**src/rtl/mux_n_sel_reg.sv**
```systemverilog
// N-way WIDTH-bit select mux with registered output, stall/flush and
// illegal-select detection. Optional counter under MUX_SEL_ERR_CNT_EN.
//
// Ports:
//   clk       rising-edge clock
//   reset     asynchronous active-high reset
//   in_bus    NUM_IN*WIDTH packed inputs, input k at [k*WIDTH +: WIDTH]
//   sel       binary index of the selected input
//   en        select/data valid this cycle
//   stall     hold all registered state
//   flush     insert a bubble (wins over stall and en)
//   out       registered selected data
//   out_valid out holds data captured from a legal select
//   sel_err   one-cycle pulse per illegal select edge
//   err_cnt   saturating illegal-select count (MUX_SEL_ERR_CNT_EN),
//             tied to zero when the macro is undefined
module mux_n_sel_reg #(
  parameter int WIDTH  = 32,
  parameter int NUM_IN = 4,
  parameter int SEL_W  = 2
) (
  input  logic                    clk,
  input  logic                    reset,
  input  logic [NUM_IN*WIDTH-1:0] in_bus,
  input  logic [SEL_W-1:0]        sel,
  input  logic                    en,
  input  logic                    stall,
  input  logic                    flush,
  output logic [WIDTH-1:0]        out,
  output logic                    out_valid,
  output logic                    sel_err,
  output logic [15:0]             err_cnt
);

  localparam int LP_SLOTS = 2 ** SEL_W;

  if (NUM_IN < 2 || NUM_IN > 16) begin : g_bad_num
    $error("NUM_IN must be 2..16");
  end
  if (LP_SLOTS < NUM_IN) begin : g_bad_sel
    $error("SEL_W too narrow for NUM_IN");
  end

  // Pad the input array to a full power of two so the index never
  // leaves the array; padded slots are never captured.
  logic [WIDTH-1:0] w_in [LP_SLOTS];

  for (genvar k = 0; k < LP_SLOTS; k++) begin : g_in
    if (k < NUM_IN) begin : g_real
      assign w_in[k] = in_bus[k*WIDTH +: WIDTH];
    end else begin : g_pad
      assign w_in[k] = '0;
    end
  end

  logic w_illegal;

  if (NUM_IN == LP_SLOTS) begin : g_full
    assign w_illegal = 1'b0;
  end else begin : g_part
    localparam logic [SEL_W:0] LP_NUM = NUM_IN[SEL_W:0];
    assign w_illegal = ({1'b0, sel} >= LP_NUM);
  end

  logic w_adv;
  logic w_load;
  logic w_bad;

  assign w_adv  = !flush && !stall;
  assign w_load = w_adv && en && !w_illegal;
  assign w_bad  = w_adv && en && w_illegal;

  logic [WIDTH-1:0] r_out;
  logic             r_valid;
  logic             r_err;

  always_ff @(posedge clk or posedge reset) begin
    if (reset) begin
      r_out   <= '0;
      r_valid <= 1'b0;
      r_err   <= 1'b0;
    end else if (flush) begin
      r_out   <= '0;
      r_valid <= 1'b0;
      r_err   <= 1'b0;
    end else if (stall) begin
      r_err   <= 1'b0;
    end else begin
      if (w_load) begin
        r_out <= w_in[sel];
      end
      r_valid <= w_load;
      r_err   <= w_bad;
    end
  end

  assign out       = r_out;
  assign out_valid = r_valid;
  assign sel_err   = r_err;

`ifdef MUX_SEL_ERR_CNT_EN
  logic [15:0] r_err_cnt;

  // Saturates at all-ones; only reset clears it.
  always_ff @(posedge clk or posedge reset) begin
    if (reset) begin
      r_err_cnt <= '0;
    end else if (w_bad && (r_err_cnt != 16'hFFFF)) begin
      r_err_cnt <= r_err_cnt + 16'd1;
    end
  end

  assign err_cnt = r_err_cnt;
`else
  assign err_cnt = 16'h0000;
`endif

endmodule

```
**config.mk**
```make
export PLATFORM = sky130hd
export DESIGN_NAME = mux_n_sel_reg
export DESIGN_NICKNAME = d
export VERILOG_FILES = /design/src/rtl/mux_n_sel_reg.sv
export SDC_FILE = /design/constraint.sdc
export NUM_CORES = 1
export LEC_CHECK = 0
export CORE_MARGIN = 1
export CORE_UTILIZATION = 30
export CTS_BUF_LIST = sky130_fd_sc_hd__clkbuf_4 sky130_fd_sc_hd__clkbuf_8 sky130_fd_sc_hd__clkbuf_16
export CTS_CLUSTER_SIZE = 30
export DETAILED_ROUTE_END_ITERATION = 16
export PLACE_DENSITY = 0.79
export SYNTH_ARGS = -nofsm -noshare
export SYNTH_HDL_FRONTEND = slang
export SYNTH_SLANG_ARGS = --single-unit
```
**constraint.sdc**
```tcl
create_clock -name clk -period 0.96 [get_ports clk]
set_clock_uncertainty 0.1 [all_clocks]
set_input_delay 0.096 -clock clk [delete_from_list [all_inputs] [get_ports clk]]
set_output_delay 0.096 -clock clk [all_outputs]
set_load 0.01 [all_outputs]
```
==> impl_results.md <==
- Worst reg2reg path depth: 2
- First-pass iteration count of the detailed router: 4
- Layout Cells excl Fill: 502
- Crit start category: input pin
- DIE WIDTH: 87.9 um
- CP Data Required Time: 1.08 ns
- Mux contribution to synthesized area: 0.294
- Avg WL per Cell: 15.2 um
- First-pass GRT wire length: 11.4 mm
- Final setup margin: -0.215 ns
- Via count: 2352
- Max Slew Vio Count: 0
- PwrDens: 886 mW/mm2
- Synth cell count leaders: mux2i_1, dfrtp_1, a21o_1, o22ai_1, buf_4
- Die ar.: 0.00773 mm2
- Post-layout min period: 1.17 ns
- Vias in the first global route: 2400
- Synth top area cells: dfrtp_1, mux2i_1, a21o_1
- Sequential area share after synthesis: 0.373
- CP max FO: 8
- Fin crit share: 1.22
- Setup crit end kind: flip-flop
- Gr usage total: 0.192
- Yosys top cell area share: 0.373
- Ys async rst share: 1.00
- Fmax: 0.851 GHz
- Place WS: -0.809 ns
- HPWL after detailed placement: 5.81 mm
- Yosys reg bits: 33
- Antenna diodes: 0
- Die height: 87.9 um
- Largest net degree at the start of global routing: 34
- Post-Syn Area: 0.00221 mm2
- Leakage: 2.40 nW
- R2R Setup Slk: -0.02 ns
- Unique cell type count in the Yosys netlist: 16
- Initial antenna violation count: 0
- Most common flop cell mapped by yosys: dfrtp_1
- Global route overflow: 0
- Share of cells above drive strength 1: 0.308
- Synth Area in Simple Gates: 0.0164
- Post-Syn Instances: 205
- Total CTS buffers: 5
- Max cap viols: 0
- Number of synthesized flops with an enable pin: 0
- # setup viols final: 65
- Post-Synth Adder-Cell Area: 0
- Sequential cell area: 826 um2
- Area of the multi-input gates: 0.00146 mm2
- Largest family of logic cells by synthesized area: multiplexers
- Violated checks: negative setup slack
- DRT iter0 DRCs: 28
- Worst-case clock buffer depth: 2
- I/O Pins: 185
- R2R Path Start: out[0]
- FP Rows: 30
- Worst EP arrival: 1.30 ns
- CTS Root Cell: clkbuf_8
- # fillers: 554
- Fin. Hold Viols: 0
- Final nets: 540
- Number of nets still failing antenna checks after routing: 0
- Xor/xnor share of the synthesized area: 0
- CORE AREA: 0.00694 mm2
- CTS tree: yes
- H-tree depth: 2
- Unrepaired setup endpoints after global routing: yes
- Clock Pin Slew Worst Setup and Hold Paths: 0.08 ns
- Post-detailed-route DRC marker count: 0
- Mean post-synth cell area: 10.8 um2
- Insertion delay to the later sink of the worst-skew pair: 0.27 ns
- Compound-gate portion of the synthesized area: 0.199
- Peak supply drop: 0.000408 V
- Post-synthesis cell type with the largest combined area: dfrtp_1
- Yosys warns: 0
- Final Power: 4.06 mW
- Inst Count DP: 472
- Port-buffer cells: 167
- Total Wirelength: 7.61 mm
- Syn-to-layout area delta: 107%
- Type of the worst setup path: in -> reg
- Most numerous cell in the Yosys netlist: mux2i_1
- Vias per cell: 4.69
- Worst r2r dst: out[0]
- CTS sink cnt: 33
- Initial core utilization: 0.319
- GP Congestion: 0.768
- Hold Path Class: in -> async
- Run status: complete, but fails checks
-- per-stage QoR --
step           hold WS [ns]  TNS, ns  utilization  instance area (um2)
5_1_grt              0.0873    -8.87        0.661                 4590
2_1_floorplan        0.0624    -9.55            -                 2480
6_report             0.0580    -7.47        0.661                 4590
4_1_cts              0.0585    -8.08        0.638                 4430
3_3_place_gp          0.358   -26.76        0.618                 4290
3_5_place_dp          0.365   -28.14        0.618                 4290
-- critical path, stage by stage --
cell and delay [ns]:
buf_6 0.09, or4b_4 0.55, buf_12 0.17, buf_12 0.14, o22ai_2 0.14, a21o_1 0.10
-- how the worst max path moves through the flow --
stage | startpoint | slack, ns | cells past startpoint | end
global route | sel[1] | -0.24 | 6 | out[30]
detailed placement | sel[1] | -0.81 | 5 | out[30]
floorplan | sel[1] | -0.31 | 5 | out[10]
finish | sel[1] | -0.21 | 6 | out[8]
CTS | flush | -0.25 | 6 | out[13]
global placement | sel[1] | -0.75 | 5 | out[30]
-- report_power, final --
part           switching (mW)  internal [mW]  leakage, nW  total, mW
logic                   0.553          0.963         1.91       1.52
clock network           0.525          0.500       0.0439       1.03
registers              0.0493           1.47        0.448       1.52
total                    1.13           2.93         2.40       4.06
-- logic make-up (layout without fill, tap and decap cells) --
family                 after synthesis  in the layout
other                                1             17
multiplexers                        65             65
AO/OA/AOI/OAI                       64             64
buffers and inverters               37            222
AND/OR/NAND/NOR                      5              5
flip-flops                          33             33
-- sequential cells by signal, indices dropped and copies added, names as in the netlist --
| register | count |
|---|---|
| out | 32 |
| out_valid | 1 |
-- cell type report --
cell class | instances | share of cell area
Clock buffer | 5 | 0.0150
Clock inverter | 3 | 0.00382
Inverter | 2 | 0.00164
Multi-Input combinational cell | 151 | 0.319
Sequential cell | 33 | 0.180
Tap cell | 96 | 0.0262
Timing Repair Buffer | 212 | 0.454
-- per-layer routing --
| metal | vias up | global-route usage | routed length (um) |
|---|---|---|---|
| met4 | 0 | 0.0462 | 62 |
| met3 | 6 | 0.0386 | 531 |
| met2 | 92 | 0.354 | 4070 |
| met1 | 1121 | 0.227 | 2950 |
| met5 | - | 0 | 0 |
| li1 | 1133 | - | - |
-- repair_timing --
item                                   CTS  global route
pin swaps                                4             3
endpoints found under the hold margin    1             0
gates cloned                             3             0
gates resized for setup                165            11
setup buffers                            5            14
setup endpoints to repair               65            66
hold buffers                             1             0
-- placed cells by master, fill, tap and decap left out, types with 2 or more instances in the layout --
master           netlist  routed
buf_12                 0      10
clkinv_2               0       2
buf_4                 17      33
a21o_1                31      31
buf_6                  1      15
clkdlybuf4s50_1        0     129
nor2_1                 3       2
clkbuf_8               0       5
mux2i_1               65      65
o22ai_2                0      23
conb_1                 1      17
buf_16                 0       2
inv_1                  2       2
buf_2                 10      22
dfrtp_1               33      33
o22ai_4                0       8
(Power assumes the default switching activity.)
